File: src/rtl/pwm_pkg.sv
// Shared types and constants for the PWM generator and its dead-time stage.
package pwm_pkg;

  localparam int COUNT_W = 8;
  localparam logic [COUNT_W-1:0] COUNT_MAX = 8'hFF;

  typedef logic [COUNT_W-1:0] duty_t;

  typedef enum logic [1:0] {
    DT_IDLE_LO = 2'd0,
    DT_WAIT_HI = 2'd1,
    DT_HI      = 2'd2,
    DT_WAIT_LO = 2'd3
  } dt_state_e;

endpackage

File: src/rtl/pwm_deadtime.sv
// Dead-time stage: turns the raw PWM level into non-overlapping high/low-side
// gate drives, each asserted only after raw has been stable for DEAD_CYCLES.
module pwm_deadtime
  import pwm_pkg::*;
#(
  parameter int DEAD_CYCLES = 4
) (
  input  logic clk,
  input  logic rst,
  input  logic en,
  input  logic raw,
  output logic pwm_out,
  output logic pwm_out_n
);

  localparam logic [3:0] DEAD_LOAD = 4'(DEAD_CYCLES - 1);

  dt_state_e  state_r;
  dt_state_e  state_s;
  logic [3:0] cnt_r;
  logic [3:0] cnt_s;

  // Next-state logic: any raw change during a wait restarts the dead-time timer.
  always_comb begin
    state_s = state_r;
    cnt_s   = cnt_r;
    case (state_r)
      DT_IDLE_LO: begin
        if (raw) begin
          state_s = DT_WAIT_HI;
          cnt_s   = DEAD_LOAD;
        end else begin
          state_s = DT_IDLE_LO;
        end
      end
      DT_WAIT_HI: begin
        if (!raw) begin
          state_s = DT_WAIT_LO;
          cnt_s   = DEAD_LOAD;
        end else if (cnt_r == 4'd0) begin
          state_s = DT_HI;
        end else begin
          cnt_s = cnt_r - 4'd1;
        end
      end
      DT_HI: begin
        if (!raw) begin
          state_s = DT_WAIT_LO;
          cnt_s   = DEAD_LOAD;
        end else begin
          state_s = DT_HI;
        end
      end
      DT_WAIT_LO: begin
        if (raw) begin
          state_s = DT_WAIT_HI;
          cnt_s   = DEAD_LOAD;
        end else if (cnt_r == 4'd0) begin
          state_s = DT_IDLE_LO;
        end else begin
          cnt_s = cnt_r - 4'd1;
        end
      end
      default: begin
        state_s = DT_IDLE_LO;
        cnt_s   = 4'd0;
      end
    endcase
  end

  // State, timer and gate outputs; outputs decode the next state so they are registered.
  always_ff @(posedge clk or negedge rst) begin
    if (!rst) begin
      state_r   <= DT_IDLE_LO;
      cnt_r     <= 4'd0;
      pwm_out   <= 1'b0;
      pwm_out_n <= 1'b0;
    end else begin
      state_r   <= state_s;
      cnt_r     <= cnt_s;
      pwm_out   <= en & (state_s == DT_HI);
      pwm_out_n <= en & (state_s == DT_IDLE_LO);
    end
  end

endmodule

File: src/rtl/pwm_generator.sv
// PWM generator driven by an external free-running 8-bit counter, with a
// double-buffered duty register. Optional dead-time stage: PWM_DEADTIME_EN.
module pwm_generator
  import pwm_pkg::*;
#(
  parameter int DEAD_CYCLES = 4
) (
  input  logic       clk,
  input  logic       rst,
  input  logic       en,
  input  logic [7:0] count,
  input  logic [7:0] duty_in,
  input  logic       duty_valid,
  output logic       duty_ready,
  output logic       pwm_out,
  output logic       pwm_out_n,
  output logic       period_start
);

  duty_t duty_active_r;
  duty_t duty_pend_r;
  logic  pend_full_r;
  logic  accept_s;
  logic  boundary_s;
  logic  raw_s;

  assign duty_ready = !pend_full_r;
  assign accept_s   = duty_valid & duty_ready;
  assign boundary_s = (count == COUNT_MAX);
  assign raw_s      = (count < duty_active_r);

  // Duty buffering: a write landing on the boundary cycle bypasses the pending slot.
  always_ff @(posedge clk or negedge rst) begin
    if (!rst) begin
      duty_active_r <= 8'h00;
      duty_pend_r   <= 8'h00;
      pend_full_r   <= 1'b0;
    end else if (boundary_s && pend_full_r) begin
      duty_active_r <= duty_pend_r;
      pend_full_r   <= 1'b0;
    end else if (boundary_s && accept_s) begin
      duty_active_r <= duty_in;
      pend_full_r   <= 1'b0;
    end else if (accept_s) begin
      duty_pend_r   <= duty_in;
      pend_full_r   <= 1'b1;
    end else begin
      pend_full_r   <= pend_full_r;
    end
  end

  // Period marker follows the counter reaching zero by one cycle.
  always_ff @(posedge clk or negedge rst) begin
    if (!rst) begin
      period_start <= 1'b0;
    end else begin
      period_start <= (count == 8'h00);
    end
  end

`ifdef PWM_DEADTIME_EN
  pwm_deadtime #(
    .DEAD_CYCLES (DEAD_CYCLES)
  ) u_deadtime (
    .clk       (clk),
    .rst       (rst),
    .en        (en),
    .raw       (raw_s),
    .pwm_out   (pwm_out),
    .pwm_out_n (pwm_out_n)
  );
`else
  // DEAD_CYCLES has no effect without the dead-time stage.
  logic [3:0] unused_dead_s;
  assign unused_dead_s = 4'(DEAD_CYCLES);

  // Plain complementary outputs, both forced low while disabled.
  always_ff @(posedge clk or negedge rst) begin
    if (!rst) begin
      pwm_out   <= 1'b0;
      pwm_out_n <= 1'b0;
    end else begin
      pwm_out   <= en & raw_s;
      pwm_out_n <= en & ~raw_s;
    end
  end
`endif

endmodule
File: config.mk
export PLATFORM = sky130hd
export DESIGN_NAME = pwm_generator
export DESIGN_NICKNAME = d
export VERILOG_FILES = /design/src/rtl/pwm_pkg.sv /design/src/rtl/pwm_deadtime.sv /design/src/rtl/pwm_generator.sv
export SDC_FILE = /design/constraint.sdc
export NUM_CORES = 1
export LEC_CHECK = 0
export CELL_PAD_IN_SITES_DETAIL_PLACEMENT = 0
export CELL_PAD_IN_SITES_GLOBAL_PLACEMENT = 1
export CORE_AREA = 5 5 63 65
export CTS_CLUSTER_DIAMETER = 50
export CTS_CLUSTER_SIZE = 25
export DETAILED_ROUTE_END_ITERATION = 12
export DIE_AREA = 0 0 68 70
export HOLD_SLACK_MARGIN = 0.05
export PLACE_DENSITY = 0.7
export RECOVER_POWER = 50
export SYNTH_ARGS = -nofsm -noshare
export SYNTH_HDL_FRONTEND = slang
export SYNTH_SLANG_ARGS = --single-unit
export TNS_END_PERCENT = 30
File: constraint.sdc
create_clock -name clk -period 1.5 [get_ports clk]
set_input_delay 0.45 -clock clk [delete_from_list [all_inputs] [get_ports clk]]
set_output_delay 0.45 -clock clk [all_outputs]
set_load 0.01 [all_outputs]
== Yosys cells after proc, flatten, opt, wreduce, memory -nomap -nowiden ==
Index checks and enable logic that the tools add are counted.
Operators by class
  $add $sub $neg: 0
  $mul: 0
  divide/modulo/power cells: 0
  magnitude comparators: 1
  eq/ne operators: 1
  shifts and indexed selects: 0
  multiplexer cells: 5
  bitwise operators: 6
  reductions and logical operators: 7
Operator list (number)
  $mux 8: 2
  $eq 8x8->1 const B: 1
  $logic_not 8->1: 1
  $lt 8x8->1: 1
  $and 1x1->1: 3
  $mux 1: 3
  $not 1->1: 3
  $reduce_and 3->1: 1
  $reduce_bool 3->1: 1
  $logic_and 1x1->1: 2
  $reduce_bool 2->1: 1
  $logic_not 1->1: 1
Storage, ports and cells
  register bits: 20
  latch bits: 0
  bits in writable memories: 0
  memory bits (read-only): 0
  bits of input ports: 20
  output and inout bits: 4
  word-level logic and storage cells: 26
  memories kept: 0

== Longest topological paths before layout ==
  word-level depth: 5
  gate-level depth with buffers: 6
  mapped depth without buffers: 6

== Least setup slack after synthesis ==
OpenSTA, ideal clock, no wires.
  path kind: input to register
  start point: input port count[1]
  end point: register pwm_out
  setup time: 0.066 ns
  arrival: 1.471 ns
  required time: 1.434 ns
  slack: -0.037 ns
  stages on the path: 4
  path buffers: 0
  path through: ha_1 -> a2111o_1 -> a221oi_2 -> and2_1
Between the ends
  word-level cells in the longest chain between the ends: 2
RTL lines
  from (decl): line pwm_generator.sv:11  | input logic [7:0] count,
  $lt 8x8->1: line pwm_generator.sv:30  | assign raw_s = (count < duty_active_r);
  $and 1x1->1: line pwm_generator.sv:83  | pwm_out <= en & raw_s;
  to (signal assigned): line pwm_generator.sv:83
  to (decl): line pwm_generator.sv:15  | output logic pwm_out,
Every way passes these cells.
A chain may end at the register's enable or synchronous reset.

== Worst setup path in the final report ==
  start point: register duty_active_r[1]
  end point: register pwm_out
Between the ends
  word-level cells in the longest chain between the ends: 2
RTL lines
  from (decl): line pwm_generator.sv:20  | duty_t duty_active_r;
  from (signal assigned): line pwm_generator.sv:39  | duty_active_r <= duty_pend_r;
  from (signal assigned): line pwm_generator.sv:42  | duty_active_r <= duty_in;
  $lt 8x8->1: line pwm_generator.sv:30
  $and 1x1->1: line pwm_generator.sv:83
Every way passes these cells.

==> metrics.md <==
| Metric | Value |
|---|---|
| Final GP Congestion | 0.801 |
| Max-Slew Margin vs Limit | 65.6% |
| Final worst clock skew | 7.58 ps |
| Via count of the first global-routing pass | 1022 |
| Critical path endpoint category | flip-flop |
| Synth warnings | 0 |
| Pwr/cell area | 849 mW/mm² |
| Total die area | 0.00476 mm² |
| Hold Path Class | flip-flop to flip-flop |
| Finished Core Util | 48.6% |
| Run status | finished with violations |
| Number of pins exceeding their max-slew limit in the final report | 0 |
| Final setup TNS | -17.2 ps |
| Number of antenna violations at the first check in global routing | 0 |
| Std-Cell Core Area | 0.00328 mm² |
| Length of the first detailed-routing pass in iterations | 4 |
| Final critical-path setup slack | -17.2 ps |
| Clock tree sinks | 20 |
| Final global-route overflow total | 0 |
| Cell variety after synth | 26 |
| Number of remaining DRC errors | 0 |
| Standard-cell rows | 21 |
| Max Buffers Root-to-Sink | 2 |
| Total leakage power | 0.750 nW |
| Vias/cell | 4.75 |
| Width of the die | 68 µm |
| Standard cell area after detailed placement | 0.00148 mm² |
| Post-detailed-route wirelength per cell | 13.2 µm |
| Max-Cap Viols | 0 |
| Root buffer cell | clkbuf_4 |
| Number of buffers inserted during clock tree synthesis | 3 |
| Wire length of the first global-routing pass | 4590 µm |
| Number of routed nets with antenna violations | 0 |
| Clock tree from TritonCTS | yes |
| Total via count after detailed routing | 973 |
| RSZ-0062 raised after global routing | true |
| Failing checks | negative setup slack |
| Final critical delay including setup and external delays | 1520 ps |
| Count of non-filler cells in the finished layout | 205 |
| Finished layout cell area | 0.00160 mm² |
| Total number of H-tree levels | 1 |
| Starting DRC count in detailed routing | 30 |
| Largest net degree at the start of global routing | 21 |
| Count of fill cells added during filler insertion | 333 |
| Register clock-pin slew on the reported worst setup and hold paths | 110 ps |
| Synth Net Count | 140 |
| Syn avg cell area | 9.47 µm² |
| Placement-stage worst setup slack | -636 ps |
| Synthesis-stage register bit count | 20 |
| Required time at the endpoint of the critical path | 1750 ps |
| Final hold violations | 0 |
| Class of the most critical setup path | flip-flop to flip-flop |
| # placed instances | 196 |
| Post-DP HPWL | 2030 µm |
| Number of setup violations in the final report | 1 |
| Startpoint kind of the worst setup timing path | flip-flop |
| Maximum net fanout on the critical path | 2 |
| Final routed wirelength across all metal layers | 2720 µm |
| Final worst hold slack | 502 ps |
| Cell area after technology mapping | 0.00107 mm² |
| Total I/O pin count | 24 |
| Worst endpoint data arrival time | 1760 ps |
| Peak VDD IR | 345 µV |
| Final worst path period share | 101% |
| Initial Utilization | 32.6% |
| Final net count | 187 |
| Sequential share of the synthesized area | 46.8% |
| GRT Resource Usage Total | 12.4% |
| Fmax | 659 MHz |
| Instance count of the mapped netlist | 113 |
| Syn-to-layout area delta | 49.2% |
| Ratio of cells with drive above 1 in the final layout | 29.6% |
| Later-pin clock latency in the skew report | 300 ps |
| Total Power | 1.36 mW |
| Measured slew at the worst slew-check pin | 516 ps |
| Antenna Cells | 0 |
| Die Y-Extent | 70 µm |
| Number of buffers inserted by port buffering | 23 |
-- Yosys cell counts --
library cell / instances / area (µm²)
a2111o_1: 1 / 11.3
a21oi_1: 2 / 10.0
a221oi_2: 1 / 15.0
a22o_1: 2 / 17.5
a22oi_1: 1 / 7.51
a31oi_1: 5 / 31.3
and2_1: 1 / 6.26
buf_4: 2 / 15.0
clkbuf_1: 2 / 7.51
dfrtp_1: 20 / 500
ha_1: 7 / 87.6
inv_1: 15 / 56.3
mux2_2: 2 / 22.5
nand2_1: 12 / 45.0
nand2b_1: 1 / 6.26
nand3_1: 4 / 20.0
nand4_1: 3 / 18.8
nor2_1: 9 / 33.8
nor2b_1: 1 / 6.26
o211ai_1: 1 / 7.51
o21ai_0: 12 / 60.1
o21ai_1: 1 / 5.00
o221a_2: 5 / 56.3
or2_2: 1 / 6.26
or4_1: 1 / 7.51
or4_2: 1 / 8.76
-- per-layer routing --
layer  track usage [%]  share of wire [%]  up-vias
li1                  -                  -      491
met1              16.3                 46      457
met2              20.0                 47       23
met3              2.72                6.0        2
met4              3.97               0.74        0
met5                 0                  0        -
-- power breakdown --
group | leakage, nW | switching (mW) | internal [mW]
registers | 0.252 | 0.0433 | 0.615
logic | 0.478 | 0.166 | 0.223
clock network | 0.0210 | 0.161 | 0.148
-- state kept, by name, indices dropped and copies added, names as in the netlist --
signal	count
duty_active_r	8
duty_pend_r	8
pwm_out_n	1
pend_full_r	1
pwm_out	1
period_start	1
-- area by class of cell --
class / instances / area, µm² / share of cell area [%]
clock buffer: 4 / 36.3 / 2.27
inverter: 15 / 56.3 / 3.53
multi-input combinational: 74 / 556 / 34.8
sequential: 20 / 500 / 31.3
tap: 46 / 57.6 / 3.61
timing repair buffer: 46 / 390 / 24.5
-- final timing paths --
| kind | to | cells past startpoint | slack, ps | from |
|---|---|---|---|---|
| worst min register to register | duty_pend_r[0] | 2 | 500 | duty_pend_r[0] |
| min in group asynchronous | pwm_out_n | 2 | 640 | rst |
| worst max-delay path | pwm_out | 5 | -20 | duty_active_r[1] |
| max in group asynchronous | duty_active_r[3] | 2 | 500 | rst |
| worst max register to register | pwm_out | 5 | -20 | duty_active_r[1] |
| worst min-delay path | duty_pend_r[0] | 2 | 500 | duty_pend_r[0] |
-- placed cells by master, fill, tap and decap left out, types with 2 or more instances in the layout --
cell type        instances
dfrtp_1                 20
buf_4                   20
inv_1                   14
nand2_1                 12
o21ai_0                 11
dlygate4sd2_1           10
clkdlybuf4s50_1         10
nor2_1                   8
a31oi_1                  5
o221a_2                  5
nand3_1                  4
ha_4                     4
nand4_1                  3
clkbuf_4                 3
o21ai_1                  2
a21oi_1                  2
a22o_1                   2
mux2_2                   2
ha_2                     2
clkbuf_2                 2
buf_6                    2
-- repair_timing --
action                                  in CTS  in global routing
endpoints found under the setup margin      24                 18
buffers inserted                             2                  3
hold buffers                                 0                  0
pin swaps                                    7                  4
gates resized for setup                     22                  3
-- kinds of logic (layout without fill, tap and decap cells) --
| family | Yosys count | count (layout) | synth area share (%) |
|---|---|---|---|
| AOI/OAI and AO/OA | 31 | 31 | 20.7 |
| and+or+nand+nor | 34 | 34 | 14.9 |
| buffers and inverters | 19 | 65 | 7.37 |
| adders and majority gates | 7 | 7 | 8.19 |
| DFF | 20 | 20 | 46.8 |
| muxes | 2 | 2 | 2.11 |
-- critical path: stages, from the launching register on --
cell	delay [ps]
dfrtp_1	410
inv_2	80
ha_4	190
a2111o_1	360
a221oi_2	270
and2_1	160
Power figures use the tool's default switching activity.
==> RTL change, RTL diff (same settings) <==
Make the reset (`rst`) synchronous in 3 clocked blocks.
--- a/src/rtl/pwm_generator.sv
+++ b/src/rtl/pwm_generator.sv
@@ -30,7 +30,7 @@
   assign raw_s      = (count < duty_active_r);
 
   // Duty buffering: a write landing on the boundary cycle bypasses the pending slot.
-  always_ff @(posedge clk or negedge rst) begin
+  always_ff @(posedge clk) begin
     if (!rst) begin
       duty_active_r <= 8'h00;
       duty_pend_r   <= 8'h00;
@@ -50,7 +50,7 @@
   end
 
   // Period marker follows the counter reaching zero by one cycle.
-  always_ff @(posedge clk or negedge rst) begin
+  always_ff @(posedge clk) begin
     if (!rst) begin
       period_start <= 1'b0;
     end else begin
@@ -75,7 +75,7 @@
   assign unused_dead_s = 4'(DEAD_CYCLES);
 
   // Plain complementary outputs, both forced low while disabled.
-  always_ff @(posedge clk or negedge rst) begin
+  always_ff @(posedge clk) begin
     if (!rst) begin
       pwm_out   <= 1'b0;
       pwm_out_n <= 1'b0;
Function: differs if rst is asserted again (counterexample within 4 cycles, from zero or initial values and one cycle with rst low); with rst held inactive, the same outputs for 10 cycles.
==> RTL change against the original RTL <==
Synthesized area shrank 5.6%; sequential share of layout area shrank 3.2 points; final area shrank 11%; register-to-register slack gained 0.097 ns; synthesized cell count is the same; setup slack gained 0.056 ns; sequential cell count is the same; utilization shrank 5.3 points; routed wire length shrank 7.3%; largest power group unchanged; total power shrank 25%; global-route usage shrank 0.75 points.
==> RTL change: results (changes against the original RTL) <==
GR Util met1 - 0.158 (-0.00482)
Routability congestion estimate - 0.824 (+2.9%)
Asr flop ratio synth - 0 (-1.00)
Reg2Reg Capture Point - pwm_out_n$_SDFF_PN0_
RR Startpoint - duty_active_r[1]$_SDFFE_PN0P_
Buffer share of cell area - 0.218 (-0.0262)
Hold_ws - 0.480 ns (-0.0226 ns)
# nets final - 172 (-8.0%)
Met3 WL post-DR - 169 µm (+3.0%)
Area of the multi-input gates - 597 µm² (+7.4%)
Seq_cells - 20 (unchanged)
Avg Inst Size Synth - 8.94 µm² (-5.6%)
Pre-CTS setup slack - -0.546 ns (+0.0901 ns)
Sequential share of cell area - 0.282 (-0.0318)
Cell with the most instances after synthesis - dfxtp_1
Via density - 4.77 (+0.55%)
Worst path slowest cell - a2111oi_4
Outcome - completed
DRT iter0 DRCs - 20 (-33%)
Critical-path maximum fanout - 3 (+1)
Inverters excl. clock - 9 (-6)
Number of fill cells - 331 (-0.60%)
Final core utilization - 0.433 (-0.0533)
Global-route wire length before repair - 4.35 mm (-5.1%)
Reg-to-reg setup timing slack - 0.08 ns (+0.10 ns)
Top FF cell, synth - dfxtp_1
DR vias - 902 (-7.3%)
GRT met2 Usage - 0.180 (-0.0203)
#MultiIn Comb - 77 (+4.1%)
Clock Skews - 0.00599 ns (-0.00159 ns)
Seq/Total Area, Yosys - 0.397 (-0.0713)
Adder-Cell Fraction of Synth Area - 0.0867 (+0.00487)
Synth top cells by count - dfxtp_1, nand2_1, o21ai_0, nor2_1
Proportion of layout cells with a drive suffix above 1 - 0.210 (-0.0858)
Static leakage - 0.554 nW (-26%)
Gr usage total - 0.117 (-0.00747)
[RTL change: cell types whose count changed in the layout (fill, tap and decap cells not counted), moves of 3 or more]
cell	before	now
ha_1	1	4
dfxtp_1	0	20
inv_1	14	9
nand3_1	4	8
ha_4	4	1
o221a_2	5	8
a31oi_1	5	0
a2bb2oi_1	0	8
dfrtp_1	20	0
buf_4	20	9
[RTL change: cell families after synthesis]
family / after synthesis
AND/OR/NAND/NOR: 38
adder cells (fa/ha/maj): 7
AO/OA/AOI/OAI: 32
flip-flops: 20
buffers and inverters: 16
[RTL change: power by group through the flow]
stage | clock, W | combinational [W] | sequential [W]
after floorplan | 0 | 0.0000994 | 0.000569
after global placement | 0 | 0.000203 | 0.000569
after detailed placement | 0 | 0.000206 | 0.000570
after CTS | 0.000265 | 0.000212 | 0.000558
after global routing | 0.000280 | 0.000238 | 0.000560
final | 0.000245 | 0.000213 | 0.000557
